[src/rtl/drr_sched.sv]
// Deficit-round-robin scheduler: merges 2**NUM_IN_LOG2 show-ahead FIFOs onto one
// 64-bit stream, forwarding whole packets in proportion to per-channel quanta.
module drr_sched #(
    parameter int NUM_IN_LOG2 = 3,
    parameter int QUANTUM_W   = 12
) (
    input  logic                                        clk,
    input  logic                                        rst,
    input  logic [2**NUM_IN_LOG2-1:0]                   fifo_empty,
    input  logic [2**NUM_IN_LOG2-1:0][63:0]             fifo_data,
    output logic [2**NUM_IN_LOG2-1:0]                   fifo_rdreq,
    input  logic [2**NUM_IN_LOG2-1:0][QUANTUM_W-1:0]    quantum,
    input  logic                                        output_ready,
    output logic                                        output_data_valid,
    output logic [63:0]                                 output_data,
    output logic                                        output_sop,
    output logic                                        output_eop,
    output logic [NUM_IN_LOG2-1:0]                      cur_chan,
    output logic                                        busy
);
    localparam int N  = 2**NUM_IN_LOG2;
    localparam int DW = QUANTUM_W + 1;

    typedef enum logic [1:0] {SCAN, CHECK, SEND} state_t;

    state_t                 state, state_nxt;
    logic [NUM_IN_LOG2-1:0] ptr, ptr_nxt;
    logic [DW-1:0]          deficit [N];
    logic [DW-1:0]          deficit_nxt;
    logic                   deficit_we;
    logic [7:0]             remaining, remaining_nxt;
    logic [7:0]             pkt_len, pkt_len_nxt;

    logic                   head_empty;
    logic [7:0]             head_len;
    logic [DW-1:0]          head_len_ext;
    logic [DW-1:0]          cur_def;
    logic [DW:0]            def_sum;
    logic                   pop;

    // A zero length field still occupies the header word, so it counts as one.
    assign head_empty   = fifo_empty[ptr];
    assign head_len     = (fifo_data[ptr][7:0] == 8'd0) ? 8'd1 : fifo_data[ptr][7:0];
    assign head_len_ext = {{(DW-8){1'b0}}, head_len};
    assign cur_def      = deficit[ptr];
    assign def_sum      = {1'b0, cur_def} + {{(DW+1-QUANTUM_W){1'b0}}, quantum[ptr]};

    assign pop      = (state == SEND) && !head_empty && (!output_data_valid || output_ready);
    assign cur_chan = ptr;
    assign busy     = (state == SEND);

    always_comb begin
        fifo_rdreq      = '0;
        fifo_rdreq[ptr] = pop;
    end

    // NOTE: every signal gets a default before the case so no path leaves one
    // unassigned; an incomplete assignment here would infer a latch.
    always_comb begin
        state_nxt     = state;
        ptr_nxt       = ptr;
        deficit_we    = 1'b0;
        deficit_nxt   = cur_def;
        remaining_nxt = remaining;
        pkt_len_nxt   = pkt_len;
        case (state)
            SCAN: begin
                deficit_we = 1'b1;
                if (head_empty) begin
                    deficit_nxt = '0;
                    ptr_nxt     = ptr + NUM_IN_LOG2'(1);
                end else begin
                    deficit_nxt = def_sum[DW] ? '1 : def_sum[DW-1:0];
                    state_nxt   = CHECK;
                end
            end
            CHECK: begin
                if (head_empty) begin
                    deficit_we  = 1'b1;
                    deficit_nxt = '0;
                    ptr_nxt     = ptr + NUM_IN_LOG2'(1);
                    state_nxt   = SCAN;
                end else if (head_len_ext <= cur_def) begin
                    deficit_we    = 1'b1;
                    deficit_nxt   = cur_def - head_len_ext;
                    remaining_nxt = head_len;
                    pkt_len_nxt   = head_len;
                    state_nxt     = SEND;
                end else begin
                    ptr_nxt   = ptr + NUM_IN_LOG2'(1);
                    state_nxt = SCAN;
                end
            end
            SEND: begin
                // Last word returns to CHECK on the same channel without a new quantum.
                if (pop) begin
                    remaining_nxt = remaining - 8'd1;
                    if (remaining == 8'd1) state_nxt = CHECK;
                end
            end
            default: state_nxt = SCAN;
        endcase
    end

    // NOTE: sequential state uses non-blocking assignments so every register
    // samples pre-edge values regardless of statement order.
    always_ff @(posedge clk or negedge rst) begin
        if (!rst) begin
            state             <= SCAN;
            ptr               <= '0;
            remaining         <= '0;
            pkt_len           <= '0;
            output_data_valid <= 1'b0;
            output_data       <= '0;
            output_sop        <= 1'b0;
            output_eop        <= 1'b0;
            // NOTE: the deficit table is a handful of flops, not a RAM, and its
            // start value matters, so it is reset along with the control state.
            for (int i = 0; i < N; i++) deficit[i] <= '0;
        end else begin
            state     <= state_nxt;
            ptr       <= ptr_nxt;
            remaining <= remaining_nxt;
            pkt_len   <= pkt_len_nxt;
            if (deficit_we) deficit[ptr] <= deficit_nxt;
            if (pop) begin
                output_data       <= fifo_data[ptr];
                output_data_valid <= 1'b1;
                output_sop        <= (remaining == pkt_len);
                output_eop        <= (remaining == 8'd1);
            end else if (output_ready) begin
                output_data_valid <= 1'b0;
            end
        end
    end
endmodule
[config.mk]
export PLATFORM = sky130hd
export DESIGN_NAME = drr_sched
export DESIGN_NICKNAME = d
export VERILOG_FILES = /design/src/rtl/drr_sched.sv
export SDC_FILE = /design/constraint.sdc
export NUM_CORES = 1
export LEC_CHECK = 0
export BUFFER_PORTS_ARGS = -buffer_cell sky130_fd_sc_hd__clkbuf_2
export CAP_MARGIN = 25
export CELL_PAD_IN_SITES_DETAIL_PLACEMENT = 0
export CELL_PAD_IN_SITES_GLOBAL_PLACEMENT = 1
export CORE_AREA = 2 2 269 271
export DETAILED_ROUTE_END_ITERATION = 10
export DIE_AREA = 0 0 271 273
export GPL_TIMING_DRIVEN = 1
export HOLD_SLACK_MARGIN = 0.15
export PLACE_DENSITY = 0.58
export SYNTH_ARGS = -nofsm -noshare
export SYNTH_HDL_FRONTEND = slang
export SYNTH_SLANG_ARGS = --single-unit
[constraint.sdc]
create_clock -name clk -period 7.25 [get_ports clk]
set_clock_uncertainty 0.15 [all_clocks]
set_input_delay 0.725 -clock clk [delete_from_list [all_inputs] [get_ports clk]]
set_output_delay 0.725 -clock clk [all_outputs]
set_load 0.01 [all_outputs]
Yosys cells after proc, flatten, opt, wreduce, memory -nomap -nowiden
Cells that the tools add are included.

Register bits: 192. Input port bits: 619. Output and inout bits: 79. Word-level logic and storage cells: 94.

Add/subtract/negate cells: 4. $lt $le $gt $ge: 5. Eq/ne operators: 11. Muxes and demuxes: 39. Bitwise gates (word level): 3. Reduce and logical (&&, ||, !) cells: 16.

Operator list (count): 64-bit binary-select mux with 3-bit select (1); 104-bit bitwise mux (1); 13-bit two-way mux (7); 64-bit two-way mux (1); 13-bit binary-select mux with 3-bit select (1); 13-bit demux with 3-bit select (1); 12-bit binary-select mux with 3-bit select (1); 8-bit two-way mux (4); 13-bit one-hot mux with 2 select lines (1); 8-bit one-hot mux with 2 select lines (1); 13-bit by 12-bit adder with 14-bit output (1); 8-bit by 13-bit <= comparator with 1-bit output (1); 13-bit by 8-bit subtractor with 13-bit output (1); 12-bit two-way mux (1); 2-bit two-way mux (5); 3-bit two-way mux (3); 3-bit AND reduction (3); 8-bit AND (1); 8-bit by 1-bit equality test with 1-bit output, second input constant (1); 8-bit equality test (1); 8-bit zero test (1); 2-bit != test, second input constant (4); 8-bit by 1-bit subtractor with 8-bit output, second input constant (1); 1-bit two-way mux (6); 22 further kinds (29).

Depth between registers and ports, before layout
Depth after elaboration: 9. Gate-level depth with buffers: 21.

Worst setup path after synthesis
OpenSTA, ideal clock, no wires.

Path type: reg2reg. Start point: reg ptr[2] (netlist: cur_chan[2]). End point: reg deficit[49] (netlist bit). Data arrival time: 5.352 ns. Data required time: 6.944 ns. Setup slack: 1.591 ns. Cell stages (with the launch flop): 21. Path buffers: 6. Path through: dfrtp_1 -> buf_2 -> buf_4 -> buf_1 -> buf_2 -> buf_2 -> buf_1 -> mux2i_1 -> nand3_1 -> o21a_1 -> inv_1 -> ha_1 -> inv_1 -> fa_1 -> a211oi_1 -> o21bai_1 -> a22o_1 -> nor3_1 -> a31oi_1 -> nor4_1 -> a21oi_1.

Word-level cells in the longest chain between the ends: 9. Elaborated cells between the ends (all ways): 29.

Ends and longest elaborated chain: from (decl) (RTL line 27) `logic [NUM_IN_LOG2-1:0] ptr, ptr_nxt;`; from (signal assigned) (RTL line 122) `ptr <= ptr_nxt;`; 64-bit binary-select mux with 3-bit select * (RTL line 43) `assign head_len = (fifo_data[ptr][7:0] == 8'd0) ? 8'd1 : fifo_data[ptr][7:0];`; 64-bit two-way mux *; 8-bit zero test (RTL line 43); 8-bit two-way mux * (RTL line 43); named net head_len[0] (RTL line 35) `logic [7:0] head_len;`; 13-bit by 8-bit subtractor with 13-bit output / 8-bit by 13-bit <= comparator with 1-bit output (equally long branches) (RTL line 85, 83); 13-bit two-way mux (RTL line 83) `end else if (head_len_ext <= cur_def) begin`; 13-bit two-way mux (RTL line 78) `if (head_empty) begin`; 13-bit one-hot mux with 2 select lines (RTL line 66) `case (state)`; 104-bit bitwise mux (RTL line 125) `if (deficit_we) deficit[ptr] <= deficit_nxt;`; to (signal, indexed assignment) (RTL line 125); to (decl) (RTL line 28) `logic [DW-1:0] deficit [N];`.

The timed path passes the listed nets; every way through them passes the cells marked *. The select of a mux whose other input is x is not followed. A chain may end at the register's enable or synchronous reset.

Final worst setup path
Start point: reg ptr[0] (netlist: cur_chan[0]). End point: reg deficit[51] (netlist bit).

Same word-level chain as after synthesis.

==> results.yml <==
final_layout:
  drive_above_1_share: 0.4174
  nets: 2684
  utilization: 0.2587
  fin_cells: 3010
  area_growth_pct: 42.32
route:
  drt_wl_total_um: 89550
  ant_nets: 0
  drc_errors: 0
  drt_pass1_iterations: 6
  drt-wirelength-per-cell_um: 29.75
  vias_per_cell: 5.182
  vias: 15600
  drt_iter0_drc: 1376
floorplan:
  start_util: 0.1818
  rows: 98
  die-area_um2: 73980
  die_x_um: 271
  dieHeight_um: 273
  ios: 698
  coreArea_um2: 71000
timing:
  min_period_ns: 6.221
  worst_slew_pin_slew_ns: 1.069
  rsz0062_at_grt: "false"
  max_slew_margin: 0.2872
  fin_setup_tns_ns: 0
  max_freq_ghz: 0.1607
  setup_viol: 0
  drv_slew: 0
  hold_viol: 0
  fin_ws_ns: 1.029
  finalCritPeriodShare: 0.8581
synth:
  syn-cell-area_um2: 12900
  synth_seq_area_share: 0.3723
  synthCells: 1401
  ys_ff_latch: 192
  yosysWarnings: 0
  synthFlopType: "dfrtp_1"
  yosysUniqueCellTypes: 72
  synth_edf_count: 0
  synth_area_per_cell_um2: 9.211
  synth-async-reset-ratio: 1.000
  synth.net_count: 2045
clocking:
  clk_pin_slew_ns: 0.09
  cts.sinks: 192
  post_cts_buffers: 0
  hold_buffers: 1
  cts_buffers: 17
  cts-root-buf: "clkbuf_16"
  clock_latency_ns: 0.50
  cts_tree: "built"
  htree_levels: 4
  ctsResizeCount: 0
  clk_path_buf_depth: 2
worst_setup_path:
  max_stage_delay_ns: 1.06
  crit_chain: "nor2b_1, and2_4, a22oi_1, and4_1, nand3_1, o21a_1, inv_1, ha_1, inv_1, fa_1, a211oi_1, o21bai_1, a22o_1, nor3_1, nand3b_1, a211oi_1, a21oi_1"
  crit_path_max_fanout: 61
  cp.required_ns: 7.44
  arrival_ns: 6.42
  r2r_setup_slack_ns: 1.03
  critPathSlowestCell: "dfrtp_4"
  endpoint_kind: "flop"
  critPathKind: "reg -> reg"
  cp-start-kind: "flop"
place:
  gp_congestion: 0.9897
  port_buffers: 697
  place_inst: 2969
  hpwl_um: 71690
  dp_worst_setup_slack_ns: 1.136
power_and_ir_drop:
  leakage_nw: 8.234
  powerDensity_nw_per_um2: 596.4
  ir_worst_vdd_uv: 274.9
flow_run:
  maxCapViolations: 0
global_routing:
  grt_use_total: 0.2326
  first_global_vias: 15460
  antenna_found_initial: 25
  grt-ovfl-total: 0
  grt_pass1_wl_um: 120900
  grt_max_degree: 138
status:
  outcome: "finished, final reports clean"
min_path:
  hold_class: "reg -> reg"
worst paths after layout:
path                                               from                          end  cells past startpoint
min in group asynchronous                           rst      deficit[75]$_DFFE_PN0P_                      2
worst min register to register   output_sop$_DFFE_PN0P_       output_sop$_DFFE_PN0P_                      2
worst max register to register  cur_chan[0]$_DFFE_PN0P_      deficit[51]$_DFFE_PN0P_                     17
worst max-delay path            cur_chan[0]$_DFFE_PN0P_      deficit[51]$_DFFE_PN0P_                     17
max in group asynchronous                           rst  output_data[32]$_DFFE_PN0P_                      3
worst min-delay path             output_sop$_DFFE_PN0P_       output_sop$_DFFE_PN0P_                      2
worst max-delay path, delay by kind of cell, from the launching register on:
| kind | cells | cell delay, ns |
|---|---|---|
| adder cells (fa/ha/maj) | 2 | 0.63 |
| buffers and inverters | 2 | 0.16 |
| AO/OA/AOI/OAI | 7 | 2.10 |
| flip-flops | 1 | 1.06 |
| AND/OR/NAND/NOR | 6 | 1.86 |
through the flow:
stage | total power (W) | hold WS (ns) | instance area [µm²]
2_1_floorplan | 0.006668 | 0.2794 | 12900
3_3_place_gp | 0.009792 | 0.3174 | 17660
3_5_place_dp | 0.009881 | 0.3259 | 17690
4_1_cts | 0.01099 | 0.3468 | 18320
5_1_grt | 0.01169 | 0.3805 | 18360
6_report | 0.01095 | 0.3342 | 18370
where the power goes:
group	switching (W)	internal [W]	total, W
clock	0.000539	0.000499	0.00104
sequential	0.000542	0.00164	0.00218
combinational	0.00487	0.00287	0.00774
total	0.00595	0.00501	0.0110
layout by cell type, fill, tap and decap left out, types with 35 or more instances in the layout:
master	synthesis	final
clkbuf_2	0	696
nor2_1	209	209
dfrtp_1	192	189
a21oi_1	122	122
a221oi_1	120	120
a22o_1	112	112
a31oi_1	69	69
a22oi_1	58	58
buf_4	2	48
nand2_1	35	35
routing by layer:
metal | share of wire | vias up | GRT usage | wire length [µm]
met5 | 0.0014 | - | 0 | 129
met4 | 0.026 | 20 | 0.07240 | 2367
met3 | 0.076 | 121 | 0.05755 | 6835
met2 | 0.48 | 884 | 0.3923 | 43160
met1 | 0.41 | 7733 | 0.2913 | 37050
li1 | - | 6839 | - | -
sequential cells by signal, summed over array words and instances, names as in the netlist:
name               cells
remaining              8
state                  2
cur_chan               3
output_data           64
output_eop             1
deficit              104
output_sop             1
pkt_len                8
output_data_valid      1
cell type report:
cell class / count / area [µm²]
flip-flops and latches: 192 / 4813
clock buffers: 17 / 425.4
multi-input cells: 1062 / 7701
clock inverters: 15 / 193.9
fillers: 7724 / 52630
diodes: 7 / 17.52
well taps: 950 / 1189
inverters: 17 / 63.81
repair buffers: 750 / 3963
Yosys cell counts, drive strengths merged (9+ instances only):
| cell | n | area, µm² |
|---|---|---|
| a211oi | 9 | 72.57 |
| a21oi | 122 | 610.6 |
| a221oi | 121 | 1066 |
| a22o | 112 | 980.9 |
| a22oi | 58 | 435.4 |
| a311oi | 9 | 85.08 |
| a31oi | 69 | 431.7 |
| buf | 42 | 187.7 |
| clkbuf | 88 | 330.3 |
| dfrtp | 192 | 4805 |
| ha | 23 | 287.8 |
| inv | 16 | 60.06 |
| mux2 | 17 | 191.4 |
| mux2i | 27 | 270.3 |
| mux4 | 23 | 518.0 |
| nand2 | 35 | 131.4 |
| nand3 | 12 | 60.06 |
| nand4 | 16 | 100.1 |
| nor2 | 209 | 784.5 |
| nor2b | 11 | 68.82 |
| nor3 | 12 | 60.06 |
| o21ai | 27 | 135.1 |
| o22ai | 10 | 62.56 |
| xnor2 | 14 | 122.6 |
cells by family after synthesis:
family | count (synthesis) | synth area share
AOI/OAI and AO/OA | 595 | 0.3400
and+or+nand+nor | 355 | 0.1277
DFF | 192 | 0.3723
buffers and inverters | 147 | 0.04508
muxes | 67 | 0.07592
adders and majority gates | 25 | 0.02540
xor gates and xnor gates | 20 | 0.01357
Note: power is estimated with default switching activity, not from simulation.
